<file path="src/rtl/if_fetch.sv">
// Instruction-fetch stage: one outstanding request to instruction RAM, valid/allowin hand-off to ID.
// Optional PC alignment check is enabled by defining IF_MISALIGN_CHK_EN.
module if_fetch #(
    parameter int unsigned XLEN     = 32,
    parameter logic [31:0] NOP_INST = 32'h0000_0013
) (
    input  logic            clk,
    input  logic            rst,

    input  logic            if_valid,
    input  logic            pipe_stall,
    input  logic            flush,
    input  logic [XLEN-1:0] pc_i,

    output logic            inst_req,
    output logic [XLEN-1:0] inst_addr,
    input  logic            inst_gnt,
    input  logic            inst_rvalid,
    input  logic [31:0]     inst_rdata,

    input  logic            id_allowin,
    output logic            if_id_valid,
    output logic [31:0]     if_id_inst,
    output logic [XLEN-1:0] if_id_pc,
    output logic            if_id_misalign
);

    typedef enum logic [2:0] {
        StIdle,
        StReq,
        StWait,
        StDrop,
        StHold
    } state_e;

    state_e          state_q, state_d;
    logic [31:0]     inst_q, inst_d;
    logic [XLEN-1:0] pc_q, pc_d;
    logic            misalign_q, misalign_d;

    logic            launch;
    logic            pc_misaligned;

    assign launch = if_valid & ~pipe_stall & ~flush;

`ifdef IF_MISALIGN_CHK_EN
    assign pc_misaligned = |pc_i[1:0];
`else
    assign pc_misaligned = 1'b0;
`endif

    always_comb begin
        state_d    = state_q;
        inst_d     = inst_q;
        pc_d       = pc_q;
        misalign_d = misalign_q;

        unique case (state_q)
            StIdle: begin
                if (launch) begin
                    if (pc_misaligned) begin
                        // A misaligned PC never reaches the RAM; ID sees a flagged NOP instead.
                        state_d    = StHold;
                        inst_d     = NOP_INST;
                        pc_d       = pc_i;
                        misalign_d = 1'b1;
                    end else begin
                        state_d = StReq;
                    end
                end
            end

            StReq: begin
                if (flush) begin
                    state_d = inst_gnt ? StDrop : StIdle;
                end else if (inst_gnt) begin
                    state_d = StWait;
                end
            end

            StWait: begin
                if (inst_rvalid) begin
                    if (flush) begin
                        state_d = StIdle;
                    end else begin
                        state_d = StHold;
                        inst_d  = inst_rdata;
                        pc_d    = pc_i;
                    end
                end else if (flush) begin
                    state_d = StDrop;
                end
            end

            StDrop: begin
                // Swallow the one response still owed by the RAM.
                if (inst_rvalid) begin
                    state_d = StIdle;
                end
            end

            StHold: begin
                if (flush) begin
                    state_d    = StIdle;
                    inst_d     = NOP_INST;
                    misalign_d = 1'b0;
                end else if (id_allowin) begin
                    inst_d     = NOP_INST;
                    misalign_d = 1'b0;
                    if (launch) begin
                        if (pc_misaligned) begin
                            state_d    = StHold;
                            pc_d       = pc_i;
                            misalign_d = 1'b1;
                        end else begin
                            state_d = StReq;
                        end
                    end else begin
                        state_d = StIdle;
                    end
                end
            end

            default: begin
                state_d = StIdle;
            end
        endcase
    end

    always_ff @(posedge clk or posedge rst) begin
        if (rst) begin
            state_q    <= StIdle;
            inst_q     <= NOP_INST;
            pc_q       <= '0;
            misalign_q <= 1'b0;
        end else begin
            state_q    <= state_d;
            inst_q     <= inst_d;
            pc_q       <= pc_d;
            misalign_q <= misalign_d;
        end
    end

    assign inst_req       = (state_q == StReq);
    assign inst_addr      = pc_i;
    // Flush masks valid so ID can never complete a handshake in a redirect cycle.
    assign if_id_valid    = (state_q == StHold) & ~flush;
    assign if_id_inst     = inst_q;
    assign if_id_pc       = pc_q;
    assign if_id_misalign = misalign_q;

endmodule
</file>
<file path="config.mk">
export PLATFORM = sky130hd
export DESIGN_NAME = if_fetch
export DESIGN_NICKNAME = d
export VERILOG_FILES = /design/src/rtl/if_fetch.sv
export SDC_FILE = /design/constraint.sdc
export NUM_CORES = 1
export LEC_CHECK = 0
export ABC_AREA = 0
export CAP_MARGIN = 20
export CORE_MARGIN = 2
export CORE_UTILIZATION = 40
export CTS_CLUSTER_SIZE = 28
export DETAILED_ROUTE_END_ITERATION = 6
export GPL_TIMING_DRIVEN = 0
export PLACE_DENSITY = 0.85
export SLEW_MARGIN = 20
export SYNTH_ARGS = -nofsm -noshare
export SYNTH_HDL_FRONTEND = slang
export SYNTH_SLANG_ARGS = --single-unit
</file>
<file path="constraint.sdc">
create_clock -name clk -period 3.2 [get_ports clk]
set_input_delay 0.64 -clock clk [delete_from_list [all_inputs] [get_ports clk]]
set_output_delay 0.64 -clock clk [all_outputs]
set_load 0.03 [all_outputs]
</file>
# Word-level counts from Yosys, hierarchy flattened
# Index checks and enable logic that the tools add are counted.
# totals
elab_cells	46
out_inout_bits	99
inputBits	72
register_bits	68
# classes
reduce_logical	7
bitwise	5
n_eq_ne	11
muxes	19
# op_table
op	count
two-way mux 32 bit	4
one-hot mux 32 bit (2 select lines)	1
two-way mux 3 bit	9
one-hot mux 3 bit (5 select lines)	1
inequality test 2 bit (second input constant)	4
== test 3 x 2 -> 1 bit (second input constant)	2
inequality test 3 bit (second input constant)	2
AND reduction 5 bit	1
AND reduction 4 bit	1
nonzero test 2 bit	2
bitwise AND 1 bit	3
== test 3 x 1 -> 1 bit (second input constant)	1
== test 3 bit (second input constant)	1
logical NOT 3 bit	1
two-way mux 1 bit	3
inequality test 3 x 2 -> 1 bit (second input constant)	1
AND reduction 3 bit	1
two-way mux 2 bit	1
inverter 1 bit	2
AND reduction 2 bit	1

# Depth between registers and ports, before layout
# Gate-level depths: netlist of the first run.
# logic_depth
depth_word	7
ltp_mapped	6
ltp_nobuf	4

# Least setup slack after synthesis of the first run
# Ideal clock, no wire load.
# synth_path
path_kind	input -> output
from	in flush
to	out if_id_valid
stages	2
n_path_buf	1
t_arrival_ns	1.496
path_slack_ns	1.064
required_time_ns	2.560
path_cell_list	buf_2 > nor3_1
# synth_via
elab_chain_cells	2
# synth_lines
element	line_no	source
from (decl)	12	input logic flush,
inverter 1 bit (no line)	--	
bitwise AND 1 bit	147	assign if_id_valid = (state_q == StHold) & ~flush;
to (decl)	22	output logic if_id_valid,
# Every way passes these cells.

# Worst setup path after layout of the first run
# Same ends and word-level chain as after synthesis.

==> results of run 1 <==
## Yosys cell counts
| library cell | number |
|---|---|
| o41ai_1 | 2 |
| buf_2 | 12 |
| nand2b_1 | 4 |
| or3_1 | 1 |
| a31oi_1 | 1 |
| mux2i_1 | 1 |
| a22o_1 | 29 |
| o22ai_1 | 2 |
| nor2_1 | 5 |
| o32ai_1 | 1 |
| conb_1 | 1 |
| dfstp_2 | 3 |
| nand2_1 | 96 |
| nor3_1 | 2 |
| nand3_1 | 2 |
| o31ai_1 | 1 |
| xor2_1 | 1 |
| inv_1 | 6 |
| and3_1 | 1 |
| nor3_2 | 1 |
| buf_4 | 33 |
| nand3b_4 | 1 |
| nor3b_1 | 4 |
| buf_6 | 3 |
| a21oi_1 | 3 |
| o21ai_1 | 1 |
| dfrtp_1 | 64 |
## cells by family after synthesis
group / count (synthesis)
flops: 67
compound gates: 40
other cells: 1
simple gates: 117
mux: 1
xor+xnor: 1
buf+inv: 54
## how the worst max path moves through the flow
stage,to,startpoint,slack (ns),cells after the start
after floorplan,if_id_inst[10],rst,0.88,1
after global placement,if_id_pc[7],rst,-0.25,2
after detailed placement,if_id_valid,flush,0.39,4
after CTS,if_id_valid,flush,0.37,4
after global routing,if_id_valid,flush,0.31,4
final,if_id_valid,flush,0.38,4
## critical path: stages
cell	delay, ns
clkdlybuf4s50_1	0.45
buf_2	0.20
nor3_1	0.19
clkdlybuf4s50_1	0.70
## state kept, by name, indices dropped and copies added, names as in the netlist
name        cells
state_q         3
if_id_inst     32
if_id_pc       32
## layout make-up
class	instances	area, um^2	share of cell area, %
Sequential cell	67	1680	33.94
Tap cell	96	120.1	2.426
Multi-Input combinational cell	160	845.8	17.08
Clock inverter	6	88.84	1.794
Inverter	6	25.02	0.5054
Timing Repair Buffer	170	1712	34.57
Buffer	48	341.6	6.899
Clock buffer	10	137.6	2.780
## stage by stage
stage	hold slack (ns)	utilization, %	setup slack [ns]	TNS, ns
3_5_place_dp	0.4542	68.41	0.3892	0
5_1_grt	0.4866	71.68	0.3069	0
3_3_place_gp	0.4467	68.08	-0.2547	-16.09
2_1_floorplan	0.5186	-	0.8818	0
4_1_cts	0.4654	71.68	0.3725	0
6_report	0.4611	71.68	0.3822	0
## power breakdown
group	switching (mW)	internal, mW
Combinational	1.42	1.12
Sequential	0.240	1.28
Clock	0.331	0.460
Total	1.99	2.86
## routing by layer
metal  GRT usage [%]  vias to the layer above  wire, um
li1                -                     1249         -
met1           24.18                     1305      3208
met2           36.43                      104      4284
met3           4.247                        7       550
met4           7.191                        0        72
met5               0                        -         0
==> flow_summary.json, run 1 <==
{
  "hold_path_class": "reg -> reg",
  "ys_types": 27,
  "synth.top_cell.area_share_pct": 55.41,
  "fillers": 533,
  "finalHoldViolations": 0,
  "place_area_um2": 4725,
  "reg2reg_slack_ns": 1.57,
  "p_leak_nw": 2.358,
  "io_pins": 171,
  "ir_drop_v": 0.0005118,
  "finalCritPeriodShare_pct": 88.06,
  "antenna_found_initial": 0,
  "final_cells": 563,
  "hpwl_um": 6252,
  "cts_resized": 0,
  "ant_nets": 0,
  "initial_utilization_pct": 41.85,
  "synth-compound-area-share_pct": 11.30,
  "clock-sinks": 67,
  "setup-violations-final": 0,
  "cts_tree": "done",
  "hold_start": "if_id_inst[1]",
  "synth_warnings": 0,
  "place.gp.congestion": 0.8031,
  "path_class": "in -> out",
  "grt_use_total_pct": 20.33,
  "dp.cells": 547,
  "avgSynthCellArea_um2": 10.29,
  "synth_area_um2": 2890,
  "layout-drive-gt1-share_pct": 15.20,
  "status": "finished, final reports clean",
  "rows": 30,
  "fin_area_um2": 4951,
  "cts_max_path_buffers": 2,
  "total_power_mw": 4.852,
  "hold_end": "if_id_inst[1]",
  "viasPerCell": 4.734,
  "synth_cells": 281,
  "required_ns": 2.56,
  "die_h_um": 89.01,
  "routed_wirelength_um": 8116,
  "fin_worst_skew_ns": 0.01073,
  "fp.dieW_um": 89.01,
  "synth_fa_ha_area_share_pct": 0,
  "layout_commonest_cell": "clkdlybuf4s50_1",
  "synthMuxAreaShare_pct": 0.3463,
  "clkTransAtPathRegs_ns": 0.07,
  "cts_buffers": 9,
  "worstPathArrival_ns": 2.18,
  "clock_latency_ns": 0.34,
  "htreeDepth": 3,
  "synth.largest_area_cell": "dfrtp_1",
  "grt_pass1_vias": 2582,
  "finalNetCount": 534,
  "rsz0062_at_grt": "no",
  "drv_cap": 0,
  "cp-start-kind": "primary input",
  "grt_pass1_wl_um": 12290,
  "ys_seq_area_share_pct": 58.14,
  "overflow": 0,
  "synthSimpleGateAreaFrac_pct": 17.19,
  "maxSlewViolCount": 0,
  "synthXorXnorAreaFrac_pct": 0.3030,
  "layout_common_cells": "clkdlybuf4s50_1, nand2_1, dfrtp_1",
  "fin_crit_ns": 2.818,
  "io_buffers": 169,
  "wl_per_cell_um": 14.42,
  "grt_max_degree": 36,
  "dr.pass1.iters": 4,
  "p_per_area_nw_per_um2": 979.9,
  "relSlewSlack_pct": 63.07,
  "area_growth_pct": 71.30,
  "reg2reg_to": "if_id_inst[28]",
  "end_kind": "output pin",
  "synthTopCellsByArea": "dfrtp_1, nand2_1, a22o_1",
  "fmax_mhz": 354.9,
  "drcViolationCount": 0,
  "worstPathMaxFanout": 10,
  "clockRootBuffer": "clkbuf_8",
  "synth_top_family_by_area": "simple AND/OR/NAND/NOR gates",
  "reg2reg_depth": 4,
  "post_cts_buffers": 0,
  "drt_iter0_drc": 75,
  "r2r_start": "state_q[2]",
  "ys_ff_latch": 67,
  "num_vias": 2665,
  "min_path_cells": 2,
  "coreArea_um2": 6907,
  "diodes": 0,
  "synth_fp_nets": 353,
  "die_area_um2": 7922,
  "postCtsHoldBufs": 0,
  "tightestPinTransition_ns": 0.5468
}
Note: power is estimated with default switching activity, not from simulation.
==> run 2, diff against run 1 <==
CTS_CLUSTER_SIZE = default   (was 28)
==> results of run 2 <==
The final DEF is identical to that of run 1; final timing and power are the same.
==> run 3, diff against run 2 <==
==> constraint.sdc (replaced) <==
create_clock -name clk -period 3.2 [get_ports clk]
set_input_delay 0.32 -clock clk [delete_from_list [all_inputs] [get_ports clk]]
set_output_delay 0.32 -clock clk [all_outputs]
set_load 0.03 [all_outputs]
==> results of run 3 <==
Same layout as run 1 (identical final DEF). Status: finished, final reports clean.
Among the figures that moved: setup slack after placement 0.3892 ns -> 1.029 ns; clock-pin slew on the worst setup and hold paths 0.07 ns -> 0.08 ns; setup slack after layout 0.3822 ns -> 1.015 ns; hold slack 0.4611 ns -> 0.3457 ns; start point of the critical path flush -> state_q[1]
